[src/rtl/det_pkg.sv]
// Shared encodings for the frame scheduler FSM and the 1011 sequence detector.
package det_pkg;

    localparam logic [2:0] ST_IDLE   = 3'd0;
    localparam logic [2:0] ST_GRANT  = 3'd1;
    localparam logic [2:0] ST_RUN    = 3'd2;
    localparam logic [2:0] ST_DRAIN  = 3'd3;
    localparam logic [2:0] ST_REPORT = 3'd4;

    // Detector states name the longest matched prefix of 1011.
    localparam logic [1:0] DET_S0    = 2'd0;
    localparam logic [1:0] DET_S1    = 2'd1;
    localparam logic [1:0] DET_S10   = 2'd2;
    localparam logic [1:0] DET_S101  = 2'd3;

endpackage

[src/rtl/seq_det_1011.sv]
// Overlapping 1011 detector (first bit first) with a registered match pulse.
module seq_det_1011 import det_pkg::*; (
    input  logic clk,
    input  logic rst_n,
    input  logic clr,
    input  logic en,
    input  logic din,
    output logic match
);

    logic [1:0] st;
    logic [1:0] st_nxt;

    always_comb begin
        st_nxt = st;
        case (st)
            DET_S0:   st_nxt = din ? DET_S1   : DET_S0;
            DET_S1:   st_nxt = din ? DET_S1   : DET_S10;
            DET_S10:  st_nxt = din ? DET_S101 : DET_S0;
            // A completed match leaves its trailing 1 as the new prefix.
            DET_S101: st_nxt = din ? DET_S1   : DET_S10;
            default:  st_nxt = DET_S0;
        endcase
    end

    always_ff @(posedge clk or negedge rst_n) begin
        if (!rst_n) begin
            st    <= DET_S0;
            match <= 1'b0;
        end else if (clr) begin
            st    <= DET_S0;
            match <= 1'b0;
        end else begin
            match <= en && (st == DET_S101) && din;
            if (en) begin
                st <= st_nxt;
            end
        end
    end

endmodule

[src/rtl/det_sched.sv]
// Round-robin scheduler that lends one 1011 detector to NREQ serial requesters,
// one FRAME_LEN-bit frame at a time, and reports the match count per frame.
module det_sched import det_pkg::*; #(
    parameter int unsigned NREQ      = 4,
    parameter int unsigned FRAME_LEN = 16,
    parameter int unsigned CNT_W     = 5
) (
    input  logic                      clk,
    input  logic                      rst_n,
    input  logic [NREQ-1:0]           req,
    input  logic [NREQ-1:0]           din,
    output logic [NREQ-1:0]           gnt,
    output logic                      bit_rd,
    output logic                      done,
    output logic [$clog2(NREQ)-1:0]   done_id,
    output logic [CNT_W-1:0]          match_cnt
);

    localparam int unsigned IDW = $clog2(NREQ);

    logic [2:0]       state;
    logic [2:0]       state_nxt;
    logic [IDW-1:0]   winner;
    logic [IDW-1:0]   last_id;
    logic [IDW-1:0]   rr_pick;
    logic [CNT_W-1:0] bitcnt;
    logic [CNT_W-1:0] cnt;
    logic [CNT_W-1:0] cnt_nxt;
    logic             active;
    logic             win_req;
    logic             last_bit;
    logic             det_match;

    assign active   = (state == ST_GRANT) || (state == ST_RUN) || (state == ST_DRAIN);
    assign win_req  = req[winner];
    assign last_bit = (bitcnt == CNT_W'(FRAME_LEN - 1));
    assign bit_rd   = (state == ST_RUN);
    assign done     = (state == ST_REPORT);
    assign cnt_nxt  = (det_match && (cnt != '1)) ? cnt + 1'b1 : cnt;

    // Scanning from the far end lets the requester nearest last_id+1 win.
    always_comb begin
        rr_pick = last_id;
        for (int unsigned k = NREQ; k >= 1; k--) begin
            if (req[IDW'((32'(last_id) + k) % NREQ)]) begin
                rr_pick = IDW'((32'(last_id) + k) % NREQ);
            end
        end
    end

    always_comb begin
        gnt = '0;
        if (active) begin
            gnt[winner] = 1'b1;
        end
    end

    always_comb begin
        state_nxt = state;
        case (state)
            ST_IDLE:   if (|req) state_nxt = ST_GRANT;
            ST_GRANT:  state_nxt = win_req ? ST_RUN : ST_IDLE;
            ST_RUN: begin
                if (!win_req)      state_nxt = ST_IDLE;
                else if (last_bit) state_nxt = ST_DRAIN;
            end
            ST_DRAIN:  state_nxt = win_req ? ST_REPORT : ST_IDLE;
            ST_REPORT: state_nxt = ST_IDLE;
            default:   state_nxt = ST_IDLE;
        endcase
    end

    always_ff @(posedge clk or negedge rst_n) begin
        if (!rst_n) begin
            state     <= ST_IDLE;
            winner    <= '0;
            last_id   <= IDW'(NREQ - 1);
            bitcnt    <= '0;
            cnt       <= '0;
            done_id   <= '0;
            match_cnt <= '0;
        end else begin
            state <= state_nxt;
            cnt   <= (state == ST_GRANT) ? '0 : cnt_nxt;
            case (state)
                ST_IDLE:  if (|req) winner <= rr_pick;
                ST_GRANT: bitcnt <= '0;
                ST_RUN:   bitcnt <= bitcnt + 1'b1;
                // The final bit's match pulse lands in DRAIN, so fold it in here.
                ST_DRAIN: begin
                    if (win_req) begin
                        done_id   <= winner;
                        match_cnt <= cnt_nxt;
                    end
                end
                default: ;
            endcase
            if ((state == ST_REPORT) || (active && !win_req)) begin
                last_id <= winner;
            end
        end
    end

    seq_det_1011 u_det (
        .clk   (clk),
        .rst_n (rst_n),
        .clr   (state == ST_GRANT),
        .en    (bit_rd),
        .din   (din[winner]),
        .match (det_match)
    );

endmodule

[config.mk]
export PLATFORM = sky130hd
export DESIGN_NAME = det_sched
export DESIGN_NICKNAME = d
export VERILOG_FILES = /design/src/rtl/det_pkg.sv /design/src/rtl/seq_det_1011.sv /design/src/rtl/det_sched.sv
export SDC_FILE = /design/constraint.sdc
export NUM_CORES = 1
export LEC_CHECK = 0
export CORE_UTILIZATION = 52
export DETAILED_ROUTE_END_ITERATION = 8
export PLACE_DENSITY = 0.86
export SETUP_SLACK_MARGIN = 0.2
export SYNTH_ARGS = -nofsm -noshare
export SYNTH_HDL_FRONTEND = slang
export SYNTH_SLANG_ARGS = --single-unit
[constraint.sdc]
create_clock -name clk -period 2.2 [get_ports clk]
set_clock_uncertainty 0.05 [all_clocks]
set_input_delay 0.22 -clock clk [delete_from_list [all_inputs] [get_ports clk]]
set_output_delay 0.22 -clock clk [all_outputs]
set_load 0.05 [all_outputs]
**Yosys cells after proc, flatten, opt, wreduce, memory -nomap -nowiden**

Cells that the tools add are included.
W data, S select, Z words.

- Bits in registers: 27
- Input bits: 10
- Output and inout port bits: 13
- Logic and storage cells: 84

- Add/subtract/negate cells: 6
- $lt $le $gt $ge: 6
- Equal/unequal tests: 11
- Muxes and demuxes: 35
- Reduce and logical (&&, ||, !) cells: 17

Operators by type and width:

| kind | number |
|---|---|
| $mux W2 | 9 |
| $lt A2 B3 Y1 const B | 5 |
| $bmux W1 S2 | 6 |
| $mux W3 | 4 |
| $pmux W3 S4 | 1 |
| $add A5 B1 Y5 const B | 2 |
| $mux W5 | 2 |
| $pmux W5 S2 | 1 |
| $mux W1 | 9 |
| $eq A3 B2 Y1 const B | 2 |
| $pmux W2 S3 | 1 |
| $reduce_and A2 Y1 | 3 |
| $eq A5 B4 Y1 const B | 1 |
| $logic_and A1 B1 Y1 | 5 |
| $ne A5 B5 Y1 const B | 1 |
| $add A2 B1 Y2 const B | 2 |
| $add A2 B2 Y2 const B | 2 |
| $eq A2 B2 Y1 const B | 2 |
| $mux W4 | 1 |
| $reduce_or A4 Y1 | 1 |
| $eq A3 B1 Y1 const B | 1 |
| $eq A3 B3 Y1 const B | 1 |
| $logic_not A3 Y1 | 1 |
| $logic_or A1 B1 Y1 | 3 |
| 9 further kinds | 9 |

**Longest topological paths before layout**

- Depth after elaboration: 7
- Gate-level depth with buffers: 7
- Mapped depth without buffers: 6

**Cells and area by module**

A second synthesis with hierarchy kept.

- Cell total of the unflattened synthesis: 141
- Area total of the unflattened synthesis: 1476.4 um2

Modules (own cells, without submodules):

| module | times used | cells each | area each (um2) | sequential area each (um2) |
|---|---|---|---|---|
| det_sched | 1 | 129 | 1350.0 | 603.1 |
| seq_det_1011 | 1 | 12 | 126.4 | 75.1 |

**Worst setup path after synthesis**

No wires, ideal clock.

- Path kind: reg2out
- From: register state[1]
- To: output port gnt[0]
- Data arrival time: 1.842 ns
- Data required time: 1.930 ns
- Path slack: 0.088 ns
- Stages on the path, launching flop included: 4
- Path buffers: 1
- Cell sequence: dfrtp_1 > clkbuf_1 > o21bai_1 > nor3_1

- Longest elaborated chain between the ends: 4
- Elaborated cells between the ends (all ways): 6
- Those cells by class: 3 x eq/ne; 1 x mux; 2 x reduce/logical

RTL lines:

| item | RTL line | source |
|---|---|---|
| start, declared | det_sched.sv:21 | `logic [2:0] state;` |
| start signal, assigned | det_sched.sv:83 | `state <= state_nxt;` |
| $eq A3 B1 Y1 or $eq A3 B2 Y1 (tied branches) | det_sched.sv:34 | `assign active = (state == ST_GRANT) \|\| (state == ST_RUN) \|\| (state == ST_DRAIN);` |
| $logic_or A1 B1 Y1 | det_sched.sv:34 |  |
| $logic_or A1 B1 Y1 (*) | det_sched.sv:34 |  |
| $mux W4 (*) | det_sched.sv:53 | `if (active) begin` |
| end, declared | det_sched.sv:12 | `output logic [NREQ-1:0] gnt,` |

Mark *: on every way between the ends. The rest lies on a longest branch, timed or not.

**Final worst setup path**

- From: register state[2]
- To: output port done

- Longest elaborated chain between the ends: 1

RTL lines:

| item | RTL line | source |
|---|---|---|
| $eq A3 B3 Y1 | det_sched.sv:38 | `assign done = (state == ST_REPORT);` |
| end, declared | det_sched.sv:14 | `output logic done,` |

No other way between the ends.

==> flow_metrics.tcl <==
set metrics [dict create \
    htree_levels 1 \
    tightest_slew_ns 0.562 \
    critPathMaxFanout 12 \
    crit_path_end_kind "output port" \
    drt_pass1_iterations 4 \
    die_h_um 54.8 \
    critPathLaunchType "flip-flop" \
    crit_end "done" \
    grt_usage_pct 22.1 \
    ys_seq_elements 27 \
    routed_wl_um 2980 \
    final-setup-viol-count 0 \
    crit_family "flip-flops" \
    synth_top_family_by_area "simple AND/OR/NAND/NOR gates" \
    root_buffer "clkbuf_4" \
    worst_ep_required_time_ns 1.93 \
    ir_worst_vdd_v 0.000995 \
    worstPathCellList "or3b_2 -> inv_1 -> buf_12" \
    crit_start "state[2]" \
    post-route-min-period_ns 1.94 \
    reg2reg_to "match_cnt[3]" \
    grt_pass1_vias 1084 \
    synth_cell_types 46 \
    grt_pass1_wl_um 4730 \
    synth-simple-area-share_pct 18.9 \
    p_per_area_nw_per_um2 1350 \
    synthAdderAreaFrac_pct 3.45 \
    coreArea_um2 2540 \
    synthMuxAreaShare_pct 10.2 \
    synth_area_um2 1450 \
    ys_seq_area_share_pct 46.8 \
    placed_area_um2 1690 \
    synth_area_leaders "dfrtp_1 (43%), a21oi_1 (4.1%), dfstp_2 (3.6%)" \
    cap_viol_max_count 0 \
    crit_path_top_delay_cell "dfrtp_1" \
    chipWidth_um 54.8 \
    grt_max_degree 28 \
    drt_iter0_markers 22 \
    outcome "finished clean" \
    path_clk_slew_ns 0.15 \
    critPathKind "reg2out" \
    drv_slew 0 \
    finalSetupTns_ns 0 \
    top_layer "met4" \
    antenna_found_initial 0 \
    drc_errors 0 \
    m1WireLength_um 1330 \
    relSlewSlack_pct 62.2 \
    cts_tree "yes" \
    cp.arrival_ns 1.67 \
    layout.nets 176 \
    ant_nets 0 \
    hp-class "in2async" \
    layout_setup_ws_ns 0.259 \
    syn_area_per_cell_um2 10.3 \
    synthCells 140 \
    place_hpwl_um 2210 \
    ios 23 \
    synth_compound_area_share_pct 13.6 \
    area_growth_pct 20.1 \
    cts.path.max_buffers 2 \
    synth_top_area_share_pct 43.2 \
    critPathMaxStageDelay_ns 0.57 \
    cp_num_buf_inv 2 \
    io_buffers 22 \
    num_vias 1151 \
    p_leak_nw 0.791 \
    synth_xor_area_share_pct 1.21 \
    synth_top_area_cell "dfrtp_1" \
    via_per_inst 6.03 \
    pre_cts_ws_ns 0.199 \
    cts_inserted_buffers 3 \
    num_rows 18 \
    hold_viol 0 \
    reg2regPathDepth 6 \
    synth_top_cells_by_count "dfrtp_1 (25), a21oi_1 (12), nor2_1 (9)" \
    synth_ff_type "dfrtp_1" \
    path_depth 3 \
    yosysMostFrequentCell "dfrtp_1" \
    synth_edf_count 0 \
    ys_warn_count 0 \
    gr-total-overflow 0 \
    rsz0062_at_grt "no" \
    rr_startpoint "cnt[0]" \
    num_antenna_cells 0 \
    fin_crit_sh_pct 88.2 \
    drive_above_1_share_pct 19.3 \
    dr_wl_met3_um 177 \
    r2r_setup_slack_ns 0.32 \
    syn-num-nets 154 \
    clk_latency_ns 0.33 \
    wl_met2_um 1450 \
    clock-sinks 27 \
    wire_per_inst_um 15.6 \
    cts_hold_buf 0 \
    timing.fmax_ghz 0.515 \
    finalInstanceArea_um2 1740 \
    start_util_pct 56.9 \
    gp_congestion 0.860 \
    async_flop_share_pct 100 \
    die_area_um2 3000 \
]
==> through the flow <==
step	std cells	hold WS (ns)	power [W]	utilization, %
after floorplan	140	-0.126	0.00174	-
after detailed placement	185	0.429	0.00211	66.2
final	191	0.201	0.00234	68.4
after CTS	189	0.212	0.00234	67.5
after global placement	185	0.411	0.00206	66.2
after global routing	191	0.233	0.00249	68.4
==> cells by family (layout without fill, tap and decap cells) <==
| kind of cell | Yosys count | after routing |
|---|---|---|
| simple gates | 49 | 49 |
| compound gates | 30 | 30 |
| flops | 27 | 27 |
| buf+inv | 17 | 38 |
| mux | 11 | 11 |
| fa+ha+maj | 4 | 4 |
| xor+xnor | 2 | 2 |
==> worst reg2reg max path: cells and delay by family (launching register included) <==
family	cells	cell delay, ns
DFF	1	0.44
AOI/OAI and AO/OA	1	0.17
adders and majority gates	2	0.42
and+or+nand+nor	3	0.74
==> where the power goes <==
part / internal (W) / switching (W)
registers: 0.000660 / 0.000182
clock network: 0.0000696 / 0.000149
logic: 0.000519 / 0.000761
==> routing by layer <==
layer  track usage (%)  vias to the layer above
met3              4.72                        4
met5                 0                        -
li1                  -                      548
met4              5.56                        0
met1              28.2                      561
met2              37.3                       38
==> worst min-delay path by stage <==
| stage | depth (start not counted) | endpoint | from |
|---|---|---|---|
| after global routing | 2 | done_id[1] | rst_n |
| after floorplan | 0 | bitcnt[0] | rst_n |
| final | 2 | done_id[1] | rst_n |
| after detailed placement | 1 | bitcnt[3] | bitcnt[3] |
| after global placement | 1 | bitcnt[3] | bitcnt[3] |
| after CTS | 2 | done_id[1] | rst_n |
==> cell type report <==
type	instances	area (um^2)
Clock buffer	3	22.5
Inverter	6	22.5
Timing Repair Buffer	28	275
Tap cell	30	37.5
Multi-Input combinational cell	96	697
Clock inverter	1	7.51
Fill cell	191	805
Sequential cell	27	678
==> cells in the final DEF (no fill, tap or decap), types with 3 or more instances in the layout <==
master	instances
nor3_1	7
inv_1	5
dfrtp_1	25
mux2i_1	5
clkdlybuf4s50_1	16
buf_4	10
ha_1	4
a21oi_1	12
o21ai_0	4
nand2_1	6
nor2_1	9
clkbuf_4	3
nand3_1	6
==> registers in the layout, summed over array words and instances (netlist names) <==
signal       cells
bitcnt           5
cnt              5
match_cnt        5
state            3
done_id          2
last_id          2
u_det.st         2
winner           2
u_det.match      1
==> repair_timing <==
action,4_1_cts,5_1_grt
setup buffers,0,2
gates resized for setup,2,2
pin swaps,0,1
setup endpoints to repair,1,3
Note: power is estimated with default switching activity, not from simulation.
